===== src/rtl/uart_rx_writer.sv =====
// UART 8N1 receiver that writes each received byte to consecutive memory addresses; a NUL byte ends the message.
// Latency: 2-cycle input synchroniser; we pulses one cycle after the mid-stop-bit sample.
// Backpressure: none. The write port must accept a write on every we pulse. Optional even parity via UART_RX_PARITY_EN.
module uart_rx_writer #(
    parameter int CLKS_PER_BIT = 8,
    parameter int ADDR_WIDTH   = 8
) (
    input  logic                  clk,
    input  logic                  rst_n,
    input  logic                  rx,
    output logic [ADDR_WIDTH-1:0] address,
    output logic [7:0]            data,
    output logic                  we,
    output logic                  done,
    output logic                  idle,
    output logic                  frame_err,
    output logic                  parity_err
);

    localparam int CNT_W = (CLKS_PER_BIT > 2) ? $clog2(CLKS_PER_BIT) : 1;
    localparam logic [CNT_W-1:0] HALF_BIT = CNT_W'(CLKS_PER_BIT / 2 - 1);
    localparam logic [CNT_W-1:0] FULL_BIT = CNT_W'(CLKS_PER_BIT - 1);

    localparam logic [2:0] S_IDLE   = 3'd0;
    localparam logic [2:0] S_START  = 3'd1;
    localparam logic [2:0] S_DATA   = 3'd2;
`ifdef UART_RX_PARITY_EN
    localparam logic [2:0] S_PARITY = 3'd3;
`endif
    localparam logic [2:0] S_STOP   = 3'd4;
    localparam logic [2:0] S_BREAK  = 3'd5;

    logic                  rx_meta_q, rx_s_q;
    logic [2:0]            state_q, state_d;
    logic [CNT_W-1:0]      cnt_q, cnt_d;
    logic [2:0]            idx_q, idx_d;
    logic [7:0]            shift_q, shift_d;
    logic [ADDR_WIDTH-1:0] addr_q, addr_d;
    logic [7:0]            data_q, data_d;
    logic                  we_q, we_d;
    logic                  done_q, done_d;
    logic                  ferr_q, ferr_d;
    logic                  perr_q, perr_d;
    logic                  par_bad;

`ifdef UART_RX_PARITY_EN
    logic                  par_q, par_d;
    // Even parity: the 8 data bits plus the parity bit must XOR to zero.
    assign par_bad = ^{shift_q, par_q};
`else
    assign par_bad = 1'b0;
`endif

    // Next-state logic: receive FSM, baud counter, shift register and write-address bookkeeping.
    always_comb begin
        state_d = state_q;
        cnt_d   = cnt_q + CNT_W'(1);
        idx_d   = idx_q;
        shift_d = shift_q;
        addr_d  = addr_q;
        data_d  = data_q;
        we_d    = 1'b0;
        done_d  = 1'b0;
        ferr_d  = 1'b0;
        perr_d  = 1'b0;
`ifdef UART_RX_PARITY_EN
        par_d   = par_q;
`endif
        // The address advances the cycle after a write so the write itself sees the old value;
        // a NUL write ends the message and rewinds to 0. Wrap at the top is plain modulo arithmetic.
        if (we_q) begin
            addr_d = done_q ? '0 : addr_q + ADDR_WIDTH'(1);
        end

        case (state_q)
            S_IDLE: begin
                cnt_d = '0;
                if (!rx_s_q) begin
                    state_d = S_START;
                end
            end
            S_START: begin
                // Re-check the line at mid start bit to reject glitches.
                if (cnt_q == HALF_BIT) begin
                    cnt_d   = '0;
                    idx_d   = 3'd0;
                    state_d = rx_s_q ? S_IDLE : S_DATA;
                end
            end
            S_DATA: begin
                if (cnt_q == FULL_BIT) begin
                    cnt_d          = '0;
                    shift_d[idx_q] = rx_s_q;
                    if (idx_q == 3'd7) begin
`ifdef UART_RX_PARITY_EN
                        state_d = S_PARITY;
`else
                        state_d = S_STOP;
`endif
                    end else begin
                        idx_d = idx_q + 3'd1;
                    end
                end
            end
`ifdef UART_RX_PARITY_EN
            S_PARITY: begin
                if (cnt_q == FULL_BIT) begin
                    cnt_d   = '0;
                    par_d   = rx_s_q;
                    state_d = S_STOP;
                end
            end
`endif
            S_STOP: begin
                if (cnt_q == FULL_BIT) begin
                    cnt_d = '0;
                    if (!rx_s_q) begin
                        ferr_d  = 1'b1;
                        state_d = S_BREAK;
                    end else begin
                        state_d = S_IDLE;
                    end
                    if (par_bad) begin
                        perr_d = 1'b1;
                    end else if (rx_s_q) begin
                        we_d   = 1'b1;
                        data_d = shift_q;
                        done_d = (shift_q == 8'h00);
                    end
                end
            end
            S_BREAK: begin
                // A held-low line reports one frame error, then waits for idle.
                cnt_d = '0;
                if (rx_s_q) begin
                    state_d = S_IDLE;
                end
            end
            default: begin
                cnt_d   = '0;
                state_d = S_IDLE;
            end
        endcase
    end

    // State registers with synchronous active-low reset; the synchroniser resets to the idle level.
    always_ff @(posedge clk) begin
        if (!rst_n) begin
            rx_meta_q <= 1'b1;
            rx_s_q    <= 1'b1;
            state_q   <= S_IDLE;
            cnt_q     <= '0;
            idx_q     <= 3'd0;
            shift_q   <= 8'h00;
            addr_q    <= '0;
            data_q    <= 8'h00;
            we_q      <= 1'b0;
            done_q    <= 1'b0;
            ferr_q    <= 1'b0;
            perr_q    <= 1'b0;
`ifdef UART_RX_PARITY_EN
            par_q     <= 1'b0;
`endif
        end else begin
            rx_meta_q <= rx;
            rx_s_q    <= rx_meta_q;
            state_q   <= state_d;
            cnt_q     <= cnt_d;
            idx_q     <= idx_d;
            shift_q   <= shift_d;
            addr_q    <= addr_d;
            data_q    <= data_d;
            we_q      <= we_d;
            done_q    <= done_d;
            ferr_q    <= ferr_d;
            perr_q    <= perr_d;
`ifdef UART_RX_PARITY_EN
            par_q     <= par_d;
`endif
        end
    end

    assign address    = addr_q;
    assign data       = data_q;
    assign we         = we_q;
    assign done       = done_q;
    assign idle       = (state_q == S_IDLE);
    assign frame_err  = ferr_q;
    assign parity_err = perr_q;

endmodule


===== config.mk =====
export PLATFORM = sky130hd
export DESIGN_NAME = uart_rx_writer
export DESIGN_NICKNAME = d
export VERILOG_FILES = /design/src/rtl/uart_rx_writer.sv
export SDC_FILE = /design/constraint.sdc
export NUM_CORES = 1
export LEC_CHECK = 0
export ABC_CLOCK_PERIOD_IN_PS = 1450
export CAP_MARGIN = 20
export CORE_MARGIN = 5
export CORE_UTILIZATION = 51
export CTS_BUF_LIST = sky130_fd_sc_hd__clkbuf_4
export CTS_CLUSTER_SIZE = 10
export DETAILED_ROUTE_END_ITERATION = 12
export GPL_TIMING_DRIVEN = 0
export PLACE_DENSITY = 0.88
export SETUP_SLACK_MARGIN = 0.2
export SLEW_MARGIN = 25
export SYNTH_ARGS = -nofsm -noshare
export SYNTH_HDL_FRONTEND = slang
export SYNTH_SLANG_ARGS = --single-unit

===== constraint.sdc =====
create_clock -name clk -period 1.45 [get_ports clk]
set_input_delay 0.3625 -clock clk [delete_from_list [all_inputs] [get_ports clk]]
set_output_delay 0.3625 -clock clk [all_outputs]
set_load 0.01 [all_outputs]

== After elaboration in Yosys (flattened, before gate mapping) ==
Cells that the tools add are included.

* Add/subtract/negate cells: 3
* $mul: 0
* Div/mod/pow operators: 0
* $lt $le $gt $ge: 2
* Equal/unequal tests: 14
* Shifts and indexed selects: 0
* Mux-type cells: 22
* Bitwise gates (word level): 0
* Reductions and logical operators: 11

{| class="wikitable"
|+ Operators with widths
! cell !! number
|-
| 2-to-1 mux 3 bit || 12
|-
| case mux 3 bit (5 select lines) || 1
|-
| != test 2 bit (second input constant) || 7
|-
| equality test 3 bit (second input constant) || 4
|-
| case mux 3 bit (2 select lines) || 2
|-
| adder 8 x 1 -> 8 bit (second input constant) || 1
|-
| bitwise mux 8 bit || 1
|-
| zero test 8 bit || 1
|-
| 2-to-1 mux 8 bit || 1
|-
| AND reduction 4 bit || 2
|-
| adder 3 x 1 -> 3 bit (second input constant) || 2
|-
| equality test 3 x 2 -> 1 bit (second input constant) || 2
|-
| AND reduction 3 bit || 2
|-
| AND reduction 6 bit || 1
|-
| < comparator 3 x 4 -> 1 bit (second input constant) || 1
|-
| demux 1 bit (select 3 bit) || 1
|-
| equality test 3 x 1 -> 1 bit (second input constant) || 1
|-
| >= comparator 3 x 1 -> 1 bit (second input constant) || 1
|-
| zero test 3 bit || 1
|-
| 2-to-1 mux 1 bit || 3
|-
| 2-to-1 mux 2 bit || 1
|-
| AND reduction 2 bit || 1
|-
| nonzero test 2 bit || 1
|-
| OR reduction 2 bit || 1
|-
| logical AND 1 bit || 1
|}

* Flip-flop bits (word level): 38
* Latch bits: 0
* Memory bits (writable): 0
* Memory bits (read-only): 0
* Output and inout bits: 21
* Logic and storage cells: 63
* Memories kept: 0

== Longest topological paths before layout ==
Gate-level depths: netlist of run 1.

* Word-level depth: 5
* Mapped depth: 6
* Depth with buffers taken out: 6

== Worst setup path after synthesis of run 1 ==
OpenSTA, ideal clock, no wires.

* Kind: register to register
* Start: register cnt_q[0]
* End: register shift_q[2]
* Setup time: 0.116 ns
* Arrival time: 1.486 ns
* Setup slack: -0.152 ns
* Stages on the path, launching flop included: 7
* Path through: dfxtp_1 > ha_1 > ha_1 > nand4bb_4 > nor4b_4 > mux2i_1 > nor2b_1

* Cells in the longest elaborated chain, start to end: 2

{| class="wikitable"
|+ RTL lines
! element !! line !! text
|-
| start: declaration || 35 || <nowiki>logic [CNT_W-1:0] cnt_q, cnt_d;</nowiki>
|-
| start signal: assignment || 168 || <nowiki>cnt_q <= cnt_d;</nowiki>
|-
| equality test 3 bit || 91 || <nowiki>if (cnt_q == FULL_BIT) begin</nowiki>
|-
| AND reduction 2 bit (no line) || -- ||
|-
| end signal: assignment || 170 || <nowiki>shift_q <= shift_d;</nowiki>
|-
| end: declaration || 37 || <nowiki>logic [7:0] shift_q, shift_d;</nowiki>
|}

No other way between the ends.
A chain may end at the register's enable or synchronous reset.

== Worst setup path in the final report of run 1 ==
* Start: register cnt_q[0]
* End: register state_q[2]

* Cells in the longest elaborated chain, start to end: 3

{| class="wikitable"
|+ RTL lines
! element !! line !! text
|-
| equality test 3 bit / equality test 3 x 2 -> 1 bit (equally long branches) || 91, 115, 84 ||
|-
| != test 2 bit (no line) || -- ||
|-
| AND reduction 6 bit (no line) (*) || -- ||
|-
| end signal: assignment || 167 || <nowiki>state_q <= state_d;</nowiki>
|-
| end: declaration || 34 || <nowiki>logic [2:0] state_q, state_d;</nowiki>
|}

Every way passes the cells marked *; elsewhere a longest branch is shown, timed or not.

==> run_results.csv, run 1 <==
group,metric,value,unit
setup_path,end_kind,"flip-flop",
die,core_region_area,3630,um2
timing,worst_pin_slew,0.669,ns
clocking,cts_hold_buffers,0,
power_and_ir_drop,combPwrFrac,18.4,%
finish,num-nets-final,252,
power_and_ir_drop,sw_frac_of_total,24.7,%
placed_design,place_ws,-0.317,ns
placed_design,hpwl,2590,um
global_routing,grt_pass1_vias,1501,
route,via_per_inst,5.35,
setup_path,crit_path_top_delay_cell,"dfxtp_2",
global_routing,antenna_found_initial,0,
power_and_ir_drop,leakage,1.04,nW
synth,synth_cell_types,43,
synth,synth_edf_count,0,
route,wl_per_cell,15.0,um
clocking,htreeDepth,2,
power_and_ir_drop,total_power,0.00245,W
clocking,ctsRootBufferMaster,"clkbuf_4",
power_and_ir_drop,ir_drop,697,uV
global_routing,grtUsageMet3,3.98,%
setup_path,critical_path.cell_chain,"ha_4, ha_4, nor3b_4, a21oi_2, o22ai_2, buf_4, mux2i_1",
synth,syn_area,1910,um2
worst_hold_path,hold_start,"rx_meta_q",
finish,post-route-cell-area,2530,um2
global_routing,overflow,0,
worst_hold_path,holdCritPathClass,"flip-flop to flip-flop",
power_and_ir_drop,intPower,0.00185,W
clocking,cts.sinks,38,
finish,utilization,69.6,%
global_routing,grt.total_usage,17.2,%
clocking,cts_max_path_buffers,2,
placed_design,place.gp.congestion,0.828,
timing,setup_ws,-0.171,ns
clocking,worstSkewPairLatency,0.36,ns
timing,finalClockSkew,0.0114,ns
timing,final_max_slew_viol_count,0,
setup_path,cp.arrival,1.92,ns
clocking,clk_pin_slew,0.12,ns
setup_path,slowest_delay,0.36,ns
setup_path,crit_start,"cnt_q[0]",
die,num_io_pins,24,
placed_design,placed_area,2260,um2
finish,area_delta_synth_final,32.3,%
global_routing,grt_use_met1,21.3,%
clocking,cts_tree,"yes",
setup_path,crit_family,"flip-flops",
timing,fmax,0.617,GHz
synth,async_reset_ff_share,0,%
power_and_ir_drop,power_density,971,nW/um2
run_status,violations,"setup timing",
timing,rsz0062_at_grt,"true",
finish,seqCellArea,796,um2
synth,syn_nets,204,
timing,period_share,112,%
timing,final_hold_viol_count,0,
synth,synthFlopType,"dfxtp_1",
global_routing,met2_usage,28.0,%
die,placementRows,22,
placed_design,io_buffers,22,
synth,synthCells,193,
setup_path,r2r_start,"cnt_q[0]",
setup_path,worstSetupPathType,"flip-flop to flip-flop",
global_routing,grt_pass1_wl,6870,um
finish,drive_above_1_share,43.4,%
synth,synth.ff_latch_count,38,
die,die_h,71.2,um
global_routing,top_usage_layer,"met2",
route,drc,0,
run_status,status,"finished, violations left",
power_and_ir_drop,clock_power_share,36.5,%
route,drtIter0Drc,150,
synth,synth.avg_cell_area,9.90,um2
power_and_ir_drop,power_frac_seq,45.1,%
timing,whs,0.421,ns
setup_path,path_common_cell,"ha_4",
finish,diodes,0,
timing,setup_viol,15,
power_and_ir_drop,power_switching,0.000606,W
die,initial_core_util,52.6,%
route,vias,1552,
die,fp.dieArea,5070,um2
synth,seq_area_frac_synth,39.8,%
setup_path,startpoint_type,"flip-flop",
timing,final.min_clock_period,1.62,ns
finish,fillerInstances,274,
setup_path,cp.required,1.75,ns
die,dieWidth,71.2,um
clocking,cts_buffers,5,
finish,multi_input_area,1180,um2
global_routing,grt_max_degree,13,
timing,relSlewSlack,55.4,%
route,firstDrtPassIters,5,
flow_run,drv_cap,0,
setup_path,cp_max_fo,4,
synth,yosysWarnings,0,
setup_path,critPathBufInv,1,
route,ant_nets,0,
route,drt-total-wl,4340,um
worst reg2reg max path: stages (launching register included):
cell	delay, ns
dfxtp_2	0.36
ha_4	0.18
ha_4	0.17
nor3b_4	0.19
a21oi_2	0.05
o22ai_2	0.28
buf_4	0.17
mux2i_1	0.16
cells in the mapped netlist, types with 3 or more instances:
library cell   n  share of area (%)
xor2_1         4                1.8
nand4_1        5                1.6
nor2b_1       22                7.2
nand3b_1       3                1.2
buf_4          3                1.2
ha_1           8                5.2
nand3_1        4                1.0
nor2_1        10                2.0
inv_1          3               0.59
clkbuf_1       5               0.98
buf_2          3               0.79
nand2_1       13                2.6
dfxtp_1       38                 40
mux2i_1       24                 13
a21oi_1        6                1.6
nand2b_1       5                1.6
worst paths after layout:
path	to	slack, ns	depth (start not counted)
worst min register to register	rx_s_q	0.42	1
worst max-delay path	state_q[2]	-0.17	7
worst min-delay path	rx_s_q	0.42	1
worst max register to register	state_q[2]	-0.17	7
layout by cell type (no fill, tap or decap), types with 3 or more instances in the layout:
| master | instances |
|---|---|
| dfxtp_2 | 25 |
| nand2_1 | 13 |
| nand4_1 | 5 |
| nand2b_1 | 5 |
| clkbuf_4 | 5 |
| xor2_1 | 4 |
| nand3b_1 | 3 |
| nor2b_1 | 21 |
| inv_1 | 3 |
| a21oi_1 | 4 |
| ha_4 | 5 |
| clkbuf_2 | 3 |
| buf_6 | 8 |
| nand3_1 | 3 |
| mux2i_1 | 24 |
| nor2_1 | 10 |
| buf_2 | 21 |
| ha_1 | 3 |
| dfxtp_1 | 12 |
| clkbuf_1 | 3 |
| buf_4 | 17 |
flip-flops by register name, indices dropped and copies added (netlist names):
name       count
frame_err      1
data           8
state_q        3
rx_meta_q      1
done           1
address        8
cnt_q          3
idx_q          3
rx_s_q         1
we             1
shift_q        8
cell families (layout without fill, tap and decap cells):
| kind of cell | Yosys count | after routing | synth area share (%) |
|---|---|---|---|
| and+or+nand+nor | 85 | 85 | 29.9 |
| DFF | 38 | 38 | 39.8 |
| muxes | 24 | 24 | 12.6 |
| buffers and inverters | 17 | 66 | 4.91 |
| AOI/OAI and AO/OA | 16 | 16 | 5.57 |
| adders and majority gates | 8 | 8 | 5.24 |
| xor gates and xnor gates | 4 | 4 | 1.83 |
| other | 1 | 1 | 0.196 |
metrics by stage:
stage	cells	TNS (ns)
floorplan	193	0
global placement	263	-6.02
detailed placement	263	-6.51
CTS	285	-1.12
global route	290	-2.47
finish	290	-1.13
routing by layer:
| layer | up-vias | share of wire, % |
|---|---|---|
| li1 | 763 | - |
| met1 | 740 | 42 |
| met2 | 43 | 51 |
| met3 | 6 | 5.5 |
| met4 | 0 | 1.6 |
| met5 | - | 0 |
power by group through the flow:
stage / Sequential [W] / Clock (W) / Combinational (W)
after floorplan: 0.00112 / 0 / 0.000285
after global placement: 0.00112 / 0 / 0.000362
after detailed placement: 0.00112 / 0 / 0.000365
after CTS: 0.00111 / 0.000906 / 0.000388
after global routing: 0.00111 / 0.000944 / 0.000489
final: 0.00111 / 0.000896 / 0.000451
repair_timing:
item / CTS / global route
pin swaps: 8 / 8
gates cloned: 0 / 0
gates resized for setup: 113 / 16
setup endpoints to repair: 52 / 31
buffers inserted: 14 / 5
area by class of cell:
class | count | share of cell area [%]
Buffer | 14 | 4.36
Inverter | 3 | 0.446
Clock inverter | 3 | 2.52
Timing Repair Buffer | 41 | 10.8
Clock buffer | 5 | 1.49
Sequential cell | 38 | 31.5
Multi-Input combinational cell | 138 | 46.5
Tap cell | 48 | 2.38
Power figures use the tool's default switching activity.
==> run 2, diff against run 1 <==
- SLEW_MARGIN: 25 -> 10
==> results of run 2 <==
No change in the layout: final DEF, timing and power equal those of run 1.
==> run 3, diff against run 2 <==
- CORE_MARGIN: 5 -> default
==> run 3 against run 2 <==
  * The run still ends with setup timing left
  * Non-clock buffer count is 6 higher
  * Critical path depth decreased by 1
  * Worst setup slack improved by 0.063 ns
  * Count of clock-buffer cells in the layout unchanged
  * Clock power shrank 42%
  * Largest power group unchanged
==> run_results.csv, run 3 (synthesis gave the netlist of run 1 again) <==
group,metric,value,unit
die,dieWidth,63.2,um
run_status,status,"finished, violations left",
setup_path,r2r_end,"state_q[1]",
placed_design,hpwl,2490,um
clocking,worstSkewPairLatency,0.35,ns
worst_hold_path,hold_path_depth,2,
timing,finalClockSkew,0.00690,ns
global_routing,overflow,0,
clocking,cts_buffers,5,
route,drc,0,
clocking,ctsRootBufferMaster,"clkbuf_4",
power_and_ir_drop,power_density,817,nW/um2
global_routing,grt_pass1_vias,1486,
clocking,clk_pin_slew,0.11,ns
die,die_h,63.2,um
setup_path,cp_max_fo,4,
clocking,cts_tree,"yes",
timing,final.min_clock_period,1.56,ns
power_and_ir_drop,power_switching,0.000575,W
placed_design,io_buffers,22,
run_status,violations,"setup timing",
timing,setup_ws,-0.108,ns
timing,final_max_slew_viol_count,0,
worst_hold_path,whs_endpoint,"rx_meta_q",
global_routing,grt.total_usage,22.2,%
timing,fmax,0.642,GHz
timing,rsz0062_at_grt,"true",
die,initial_core_util,55.1,%
route,drtIter0Drc,173,
timing,worst_pin_slew,0.643,ns
clocking,cts.sinks,38,
finish,utilization,72.7,%
placed_design,place_ws,-0.323,ns
setup_path,cp.required,1.72,ns
timing,final_hold_viol_count,0,
power_and_ir_drop,combPwrFrac,21.4,%
die,placementRows,21,
power_and_ir_drop,leakage,1.06,nW
global_routing,grt_pass1_wl,6780,um
power_and_ir_drop,total_power,0.00206,W
route,firstDrtPassIters,4,
clocking,cts_max_path_buffers,2,
setup_path,end_kind,"flip-flop",
power_and_ir_drop,clock_power_share,25.1,%
timing,whs,0.367,ns
die,num_io_pins,24,
setup_path,slowest_delay,0.35,ns
global_routing,antenna_found_initial,0,
route,vias,1546,
finish,diodes,0,
route,wl_per_cell,14.4,um
timing,relSlewSlack,57.2,%
finish,num-nets-final,258,
setup_path,critPathBufInv,0,
route,ant_nets,0,
placed_design,place.gp.congestion,0.795,
setup_path,worstRegToRegCells,6,
power_and_ir_drop,intPower,0.00148,W
route,drt-total-wl,4230,um
setup_path,reg2reg_slack,-0.11,ns
setup_path,crit_family,"adder cells",
route,via_per_inst,5.28,
setup_path,worstSetupPathType,"flip-flop to flip-flop",
flow_run,drv_cap,0,
timing,period_share,107,%
die,core_region_area,3470,um2
setup_path,crit_path_top_delay_cell,"dfxtp_2",
finish,area_delta_synth_final,32.0,%
worst_hold_path,hold_start,"rst_n",
power_and_ir_drop,sw_frac_of_total,27.9,%
die,fp.dieArea,3990,um2
clocking,htreeDepth,2,
finish,drive_above_1_share,45.3,%
worst_hold_path,holdCritPathClass,"input port to flip-flop",
global_routing,grt_max_degree,12,
power_and_ir_drop,power_frac_seq,53.6,%
finish,mostFrequentLayoutCells,"mux2i_1 (24), dfxtp_2 (24), nor2b_1 (22), buf_2 (22), buf_4 (20)",
power_and_ir_drop,ir_drop,660,uV
timing,setup_viol,11,
setup_path,startpoint_type,"flip-flop",
setup_path,critical_path.cell_chain,"ha_4, ha_2, nor3b_4, a21oi_2, o22ai_4, mux2i_1",
setup_path,r2r_start,"cnt_q[0]",
setup_path,cp.arrival,1.83,ns
-- run 3: cell types whose count changed in the layout (fill, tap and decap cells not counted), moves of 2 or more --
cell       previous run  this run
buf_6                 8        10
bufinv_16             2         0
buf_4                17        20
clkinv_2              0         2
ha_2                  0         2
-- run 3: final cells by class --
class                   instances  area, um2
well taps                      46       57.6
multi-input cells             138       1160
clock inverters                 2       10.0
inverters                       3       11.3
repair buffers                 47        333
plain buffers                  14        118
flip-flops and latches         38        798
clock buffers                   5       37.5
fillers                       255        947
-- run 3: how the worst max path moves through the flow --
stage,depth (start not counted),endpoint,start
detailed placement,4,state_q[1],rst_n
global placement,4,we,rst_n
global route,6,state_q[1],cnt_q[0]
finish,6,state_q[1],cnt_q[0]
CTS,6,shift_q[2],cnt_q[0]
floorplan,6,shift_q[4],cnt_q[1]
-- run 3: what timing repair did --
action	CTS	global route
hold buffers	0	0
cloned	0	0
endpoints found under the setup margin	52	32
gates resized for setup	118	15
pin swaps	5	7
buffers inserted	16	9
endpoints found under the hold margin	0	0
-- run 3: power groups by stage --
stage	logic (W)	registers [W]	clock network, W
after CTS	0.000390	0.00110	0.000528
after global placement	0.000361	0.00112	0
after global routing	0.000478	0.00111	0.000585
after floorplan	0.000285	0.00112	0
final	0.000440	0.00110	0.000516
after detailed placement	0.000365	0.00112	0
-- run 3: stage by stage --
| step | cell area [um2] | std cells | TNS [ns] |
|---|---|---|---|
| 5_1_grt | 2520 | 293 | -2.09 |
| 3_3_place_gp | 2250 | 261 | -5.55 |
| 3_5_place_dp | 2250 | 261 | -6.21 |
| 4_1_cts | 2410 | 284 | -0.501 |
| 2_1_floorplan | 1980 | 193 | 0 |
| 6_report | 2520 | 293 | -0.603 |
-- run 3: worst register-to-register path: cells and delay by family (launching register included) --
family	cells	cell delay, ns
fa+ha+maj	2	0.37
flops	1	0.35
compound gates	2	0.31
simple gates	1	0.24
mux	1	0.22
-- run 3: routing by layer --
layer | GRT usage [%] | wire length (um)
met1 | 25.5 | 1900
met2 | 37.6 | 2060
met3 | 6.88 | 165
met4 | 9.66 | 105
met5 | 0 | 0
